File: src/rtl/i2s_tdm_rx.sv
// Master-mode I2S / left-justified / TDM receiver: drives sck/ws, deserialises sdi into a one-deep valid/ready output register
// (sample valid 1 clk after the sck rise of its last captured bit; a sample arriving while the register is held is dropped and flags overrun). Optional peak tracker: I2S_TDM_RX_PEAK_EN.
module i2s_tdm_rx #(
    parameter int SW  = 32,
    parameter int NCH = 8,
    parameter int PW  = 8,
    localparam int CW = $clog2(NCH)
) (
    input  logic           clk,
    input  logic           rst_n,
    input  logic           en,
    input  logic [1:0]     mode,
    input  logic [PW-1:0]  sck_prescaler,
    input  logic [5:0]     slot_width,
    input  logic [5:0]     sample_size,
    input  logic [CW:0]    num_slots,
    input  logic [NCH-1:0] ch_en,
    input  logic           sign_extend,
    output logic           sck,
    output logic           ws,
    input  logic           sdi,
    output logic           out_valid,
    input  logic           out_ready,
    output logic [SW-1:0]  out_data,
    output logic [CW-1:0]  out_ch,
    output logic           overrun,
    input  logic           ovr_clr
`ifdef I2S_TDM_RX_PEAK_EN
    ,
    output logic [SW-1:0]  peak,
    output logic           peak_valid
`endif
);

    typedef enum logic [1:0] {
        MODE_I2S = 2'b00,
        MODE_LJ  = 2'b01,
        MODE_TDM = 2'b10,
        MODE_RSV = 2'b11
    } mode_e;

    localparam int          NSL_W   = CW + 1;
    localparam logic [CW:0] NSL_ONE = NSL_W'(1);
    localparam logic [CW:0] NSL_TWO = NSL_W'(2);
    localparam logic [CW:0] NSL_MAX = NSL_W'(NCH);
    localparam logic [5:0]  SW6     = 6'(SW);
    localparam logic [SW-1:0] SW_ONE = SW'(1);

    logic [5:0]  sw_eff;
    logic [5:0]  size_eff;
    logic [CW:0] nsl_eff;

    // Out-of-range configuration is clamped rather than rejected.
    always_comb begin
        sw_eff = slot_width;
        if (slot_width < 6'd2) begin
            sw_eff = 6'd2;
        end else if (slot_width > SW6) begin
            sw_eff = SW6;
        end
        size_eff = sample_size;
        if (sample_size == 6'd0 || sample_size > sw_eff) begin
            size_eff = sw_eff;
        end
        nsl_eff = NSL_TWO;
        if (mode_e'(mode) == MODE_TDM) begin
            nsl_eff = num_slots;
            if (num_slots == '0) begin
                nsl_eff = NSL_ONE;
            end else if (num_slots > NSL_MAX) begin
                nsl_eff = NSL_MAX;
            end
        end
    end

    logic [PW-1:0] cnt_q, cnt_d;
    logic          sck_q, sck_d;
    logic          ws_q, ws_d;
    logic [5:0]    bit_q, bit_d;
    logic [CW-1:0] slot_q, slot_d;
    logic [SW-2:0] sh_q, sh_d;

    logic          tick, rise, fall;
    logic          last_bit, last_slot;
    logic [5:0]    nxt_bit;
    logic [CW-1:0] nxt_slot;
    logic          ws_nxt;
    logic [SW-1:0] sh_shift, size_mask, msb_sel, cap_dat;
    logic          sgn, cap_fire, new_smp;

    always_comb begin
        tick      = en && (cnt_q == '0);
        rise      = tick && !sck_q;
        fall      = tick && sck_q;
        last_bit  = (bit_q == sw_eff - 6'd1);
        last_slot = ({1'b0, slot_q} == nsl_eff - NSL_ONE);
        nxt_bit   = last_bit ? 6'd0 : bit_q + 6'd1;
        nxt_slot  = slot_q;
        if (last_bit) begin
            nxt_slot = last_slot ? '0 : slot_q + CW'(1);
        end
        // ws is registered on the fall tick with the level for the bit that starts there.
        ws_nxt = 1'b1;
        case (mode_e'(mode))
            MODE_LJ:  ws_nxt = (nxt_slot == CW'(1));
            MODE_TDM: ws_nxt = (nxt_bit == sw_eff - 6'd1) &&
                               ({1'b0, nxt_slot} == nsl_eff - NSL_ONE);
            default:  ws_nxt = (nxt_bit == sw_eff - 6'd1) ? (nxt_slot == '0)
                                                          : (nxt_slot == CW'(1));
        endcase
    end

    always_comb begin
        sh_shift  = {sh_q, sdi};
        size_mask = ~({SW{1'b1}} << size_eff);
        msb_sel   = SW_ONE << (size_eff - 6'd1);
        sgn       = sign_extend && |(sh_shift & msb_sel);
        cap_dat   = sgn ? (sh_shift | ~size_mask) : (sh_shift & size_mask);
        cap_fire  = rise && (bit_q == size_eff - 6'd1);
        new_smp   = cap_fire && ch_en[slot_q];
    end

    always_comb begin
        cnt_d  = cnt_q;
        sck_d  = sck_q;
        ws_d   = ws_q;
        bit_d  = bit_q;
        slot_d = slot_q;
        sh_d   = sh_q;
        if (!en) begin
            // Prescaler count is frozen; everything else returns to frame start.
            sck_d  = 1'b0;
            ws_d   = 1'b1;
            bit_d  = '0;
            slot_d = '0;
            sh_d   = '0;
        end else begin
            if (tick) begin
                cnt_d = sck_prescaler;
                sck_d = !sck_q;
            end else begin
                cnt_d = cnt_q - PW'(1);
            end
            if (rise && (bit_q < size_eff)) begin
                sh_d = sh_shift[SW-2:0];
            end
            if (fall) begin
                bit_d  = nxt_bit;
                slot_d = nxt_slot;
                ws_d   = ws_nxt;
                if (last_bit) begin
                    sh_d = '0;
                end
            end
        end
    end

    logic          ov_q, ov_d;
    logic [SW-1:0] od_q, od_d;
    logic [CW-1:0] och_q, och_d;
    logic          ovr_q, ovr_d;
    logic          ovr_set;

    always_comb begin
        ov_d    = ov_q;
        od_d    = od_q;
        och_d   = och_q;
        ovr_set = 1'b0;
        if (ov_q && out_ready) begin
            ov_d = 1'b0;
        end
        if (new_smp) begin
            if (ov_q && !out_ready) begin
                ovr_set = 1'b1;
            end else begin
                ov_d  = 1'b1;
                od_d  = cap_dat;
                och_d = slot_q;
            end
        end
        ovr_d = ovr_q;
        if (ovr_set) begin
            ovr_d = 1'b1;
        end else if (ovr_clr) begin
            ovr_d = 1'b0;
        end
    end

    always_ff @(posedge clk or negedge rst_n) begin
        if (!rst_n) begin
            cnt_q  <= '0;
            sck_q  <= 1'b0;
            ws_q   <= 1'b1;
            bit_q  <= '0;
            slot_q <= '0;
            sh_q   <= '0;
            ov_q   <= 1'b0;
            od_q   <= '0;
            och_q  <= '0;
            ovr_q  <= 1'b0;
        end else begin
            cnt_q  <= cnt_d;
            sck_q  <= sck_d;
            ws_q   <= ws_d;
            bit_q  <= bit_d;
            slot_q <= slot_d;
            sh_q   <= sh_d;
            ov_q   <= ov_d;
            od_q   <= od_d;
            och_q  <= och_d;
            ovr_q  <= ovr_d;
        end
    end

    assign sck       = sck_q;
    assign ws        = ws_q;
    assign out_valid = ov_q;
    assign out_data  = od_q;
    assign out_ch    = och_q;
    assign overrun   = ovr_q;

`ifdef I2S_TDM_RX_PEAK_EN
    logic [SW-1:0] trk_q, trk_d;
    logic [SW-1:0] peak_q, peak_d;
    logic          pv_q, pv_d;
    logic [SW-1:0] cap_mag;

    // Magnitude is one's-complement so the most negative value still fits in SW bits.
    always_comb begin
        cap_mag = cap_dat[SW-1] ? ~cap_dat : cap_dat;
        trk_d   = trk_q;
        peak_d  = peak_q;
        pv_d    = 1'b0;
        if (!en) begin
            trk_d = '0;
        end else if (fall && last_bit && last_slot) begin
            peak_d = trk_q;
            pv_d   = 1'b1;
            trk_d  = '0;
        end else if (new_smp && (cap_mag > trk_q)) begin
            trk_d = cap_mag;
        end
    end

    always_ff @(posedge clk or negedge rst_n) begin
        if (!rst_n) begin
            trk_q  <= '0;
            peak_q <= '0;
            pv_q   <= 1'b0;
        end else begin
            trk_q  <= trk_d;
            peak_q <= peak_d;
            pv_q   <= pv_d;
        end
    end

    assign peak       = peak_q;
    assign peak_valid = pv_q;
`endif

endmodule

File: config.mk
export PLATFORM = sky130hd
export DESIGN_NAME = i2s_tdm_rx
export DESIGN_NICKNAME = d
export VERILOG_FILES = /design/src/rtl/i2s_tdm_rx.sv
export SDC_FILE = /design/constraint.sdc
export NUM_CORES = 1
export LEC_CHECK = 0
export BUFFER_PORTS_ARGS = -buffer_cell sky130_fd_sc_hd__buf_4
export CAP_MARGIN = 20
export CORE_MARGIN = 4
export CORE_UTILIZATION = 44
export CTS_CLUSTER_DIAMETER = 50
export DETAILED_ROUTE_END_ITERATION = 8
export PLACE_DENSITY_LB_ADDON = 0.25
export SYNTH_ARGS = -nofsm -noshare
export SYNTH_HDL_FRONTEND = slang
export SYNTH_SLANG_ARGS = --single-unit
export TNS_END_PERCENT = 10
File: constraint.sdc
create_clock -name clk -period 8.5 [get_ports clk]
set_input_delay 0.85 -clock clk [delete_from_list [all_inputs] [get_ports clk]]
set_output_delay 0.85 -clock clk [all_outputs]
set_load 0.1 [all_outputs]
==> summary.md <==
| Metric | Value |
|---|---|
| Outcome | complete, no violations |
| Io pins | 80 |
| Clock buffer depth | 2 |
| Worst Setup EP | out_data[2] |
| Post-CTS setup repair buffer count | 0 |
| Routed via count | 5446 |
| Die Span X | 125 um |
| Routed Antenna Nets | 0 |
| Dpl hpwl | about 12000 um |
| Remaining DRCs | 0 |
| # fillers | around 1.2k |
| Fin. Hold Viols | 0 |
| Fin crit period | 6.11 ns |
| Largest family of logic cells by synthesized area | simple AND/OR/NAND/NOR gates |
| Post-Synth XOR/XNOR Area | 4.31% |
| Critical-path maximum fanout | 31 |
| Post-Place Setup Slack | 2.18 ns |
| Yosys warns | 0 |
| Post-Synth Adder-Cell Area | between 4 and 5% |
| Final Routed Wirelength | 16600 um |
| Max Transition Viols Final | 0 |
| Layout cell share with drive strength beyond 1 | 18.5% |
| Vias in the first global route | 5218 |
| Synth area leader | dfrtp_1 |
| GP Congestion | 1.01 |
| Clk pwr share | 35.1% |
| Clock skew | 0.00605 ns |
| Synth unique cells | 80 |
| Worst Hold Class | in2async |
| Core Region | between 0.01 and 0.015 mm2 |
| Core Rows | 42 |
| Placed instance area | 0.00672 mm2 |
| CP peak stage delay | ~0.54 ns |
| Terminus of the critical flop-to-flop path | out_data[2] |
| Crit share post-route | 71.9% |
| Reg clk slew, reported paths | 0.06 ns |
| Reg power frac | 40.4% |
| Mapped Nets | 717 |
| R2r setup slk | 4.57 ns |
| Final WS setup | 2.39 ns |
| P_int | between 700 and 800 uW |
| EDFF count, synth | 0 |
| Seq cells post-synth | 87 |
| Starting density of the core | roughly 45% |
| Comb pwr share | 24.5% |
| Leak Pwr | 0.00331 uW |
| Syn avg cell area | around 9 um2 |
| Worst reg2reg path depth | 12 |
| VDD IR max | around 140 uV |
| First-pass GRT wire length | ~27000 um |
| FFs w/ async S/R, synth | 100% |
| Worst Max-Slew Pin Slew | 1.17 ns |
| Hold_buf cts | 0 |
| Final Cell Area | ~0.007 mm2 |
| Net count reported at finish | approximately 790 |
| Placed Cells | 888 |
| Cells after synthesis | 655 |
| Skew-Pair Late Insertion Delay | ~0.34 ns |
| Mapped Area | 0.00598 mm2 |
| Filler-free cell count of the finished design | 904 |
| CP required | 8.68 ns |
| Slew headroom | 21.9% |
| PostCTS Resize Cnt | 0 |
| Diode count | 0 |
| Total net switching power | 364 uW |
| DR iter-0 viols | 409 |
| Worst Setup SP | slot_width[4] |
| Switching share of power | 32.3% |
| Initial antenna violation count | 0 |
| Startpoint Class | input pin |
| Top cells by area, synth | dfrtp_1 36%, mux2i_1 11%, ha_1 4.4%, nor2_1 3.8%, o21ai_0 3.5% |
| Setup_tns | 0 ns |
| WP data arrival | 6.29 ns |
| Compound-Gate Fraction of Synth Area | 18.7% |
| Kind of critical path | in2reg |
| Critical Path End Type | flop |
| WP depth | 19 |
| Clock tree from TritonCTS | yes |
| Finish-stage setup viols | 0 |
| Crit-path slowest cell | ha_1 |
| P&R area growth vs syn | 17.5% |
| GRT Total Usage | between 20% and 30% |
| Mux contribution to synthesized area | between 10% and 20% |
| Register area share after synthesis | approximately 36% |
| CTS Sinks | 87 |
| Yosys top cell area share | 36.0% |
| Pin count of the biggest net entering global routing | 62 |
| Peak Freq | around 160 MHz |
| Clk root buf | clkbuf_16 |
| CP cell instances | buf_4 > nor3_1 > o21ai_1 > ha_1 > nor2b_1 > o21a_1 > o31ai_4 > o21ai_0 > nand2_1 > inv_1 > ha_1 > xnor2_1 > or4_1 > nor3_1 > o21ai_0 > nor4_4 > buf_4 > mux2i_1 > o31ai_1 |
| Delay-heaviest family, CP | simple AND/OR/NAND/NOR gates |
| Commonest cells after routing, fill and taps aside | 86 x dfrtp_1, 85 x buf_4, 64 x mux2i_1 |
| Port bufs | 79 |
| Crit path buf inv count | 3 |
| Congestion Overflow GR | 0 |
| 1st-pass router iterations | 5 |
| Most common cell after layout, fill and taps aside | dfrtp_1 |
| RR Startpoint | cnt_q[1] |
| H-Tree Depth | 3 |
| Simple-gate portion of the synthesized area | ~20% |
| Power Density | 161 mW/mm2 |
| Multi-input gate area | roughly 0.0036 mm2 |
| Max Cap Violations | 0 |
| RSZ-0062 raised after global routing | false |
| Die area | 0.0155 mm2 |
| WL per Instance | 18.4 um |
| Chip Height | 125 um |
| Post-synth top flop | dfrtp_1 |
| Seq. cell area | 0.00218 mm2 |
| Via/cell ratio | roughly 6.0 |
| Cts bufs inserted | 9 |
-- logic make-up (layout without fill, tap and decap cells) --
kind of cell | after synthesis | after routing
AOI/OAI and AO/OA | 167 | 167
xor gates and xnor gates | 27 | 27
adders and majority gates | 21 | 21
buffers and inverters | 55 | 128
DFF | 87 | 87
muxes | 71 | 71
and+or+nand+nor | 227 | 227
-- metal layers --
layer	up-vias	GRT usage (%)	wire, um
met5	-	0	0
met4	0	5.87	420
met3	42	4.16	1250
met2	233	35.2	7910
met1	2639	28.3	7030
li1	2532	-	-
-- synth_stat cells, types with 3 or more instances --
master / n
a31oi_1: 5
mux2i_1: 64
nor4_1: 3
a21oi_1: 22
and2_1: 25
buf_6: 3
dfrtp_1: 86
or3_1: 6
a21o_1: 3
inv_1: 23
nand3_1: 22
a32o_1: 3
ha_1: 21
o21ai_1: 25
o31ai_1: 12
o2111ai_1: 3
nor2b_1: 8
nand4_1: 3
nor2_1: 61
mux2_2: 5
xnor2_1: 11
nand2_1: 53
nor3_1: 9
o32ai_1: 3
a21boi_0: 7
o21ai_0: 42
xor2_1: 14
buf_2: 3
clkbuf_1: 21
o21a_1: 4
nand2b_1: 8
and3_1: 7
o211ai_1: 7
-- registers in the layout, indices dropped and copies added, names as in the netlist --
signal and cells:
out_data 32, sh_q 31, cnt_q 8, bit_q 6, out_ch 3, slot_q 3, out_valid 1, overrun 1
sck 1, ws 1
-- worst register-to-register path, delay by kind of cell, from the launching register on --
| kind | cells | cell delay [ns] |
|---|---|---|
| simple gates | 6 | 1.90 |
| compound gates | 2 | 0.34 |
| flops | 1 | 0.40 |
| buf+inv | 2 | 0.63 |
| mux | 1 | 0.29 |
| fa+ha+maj | 1 | 0.21 |
-- final cells by class --
class                      instances  area share [%]
clock buffer                      11            3.46
clock inverter                     5           0.819
inverter                          27            1.44
multi-input combinational        513            51.1
sequential                        87            31.0
tap                              176            3.14
timing repair buffer              85            9.08
-- through the flow --
step | hold WS, ns | total power, uW | util, %
2_1_floorplan | 0.497 | 644 | -
3_3_place_gp | 0.490 | 723 | 50.6
3_5_place_dp | 0.496 | 733 | 50.6
4_1_cts | 0.418 | 1130 | 52.8
5_1_grt | 0.435 | 1180 | 52.8
6_report | 0.412 | 1130 | 52.8
-- how the worst min path moves through the flow --
stage | end | slack [ns] | cells past startpoint
after global routing | out_data[25] | 0.43 | 1
after CTS | out_data[25] | 0.42 | 1
after detailed placement | out_data[16] | 0.50 | 2
after floorplan | cnt_q[3] | 0.50 | 2
final | out_data[25] | 0.41 | 1
after global placement | out_data[0] | 0.49 | 2
-- power groups by stage --
| stage | Clock [uW] | Sequential [uW] | Combinational (uW) |
|---|---|---|---|
| 6_report | 396 | 456 | 276 |
| 5_1_grt | 422 | 460 | 303 |
| 4_1_cts | 403 | 456 | 272 |
| 3_5_place_dp | 0 | 463 | 270 |
| 3_3_place_gp | 0 | 461 | 261 |
| 2_1_floorplan | 0 | 461 | 183 |
Power figures use the tool's default switching activity.
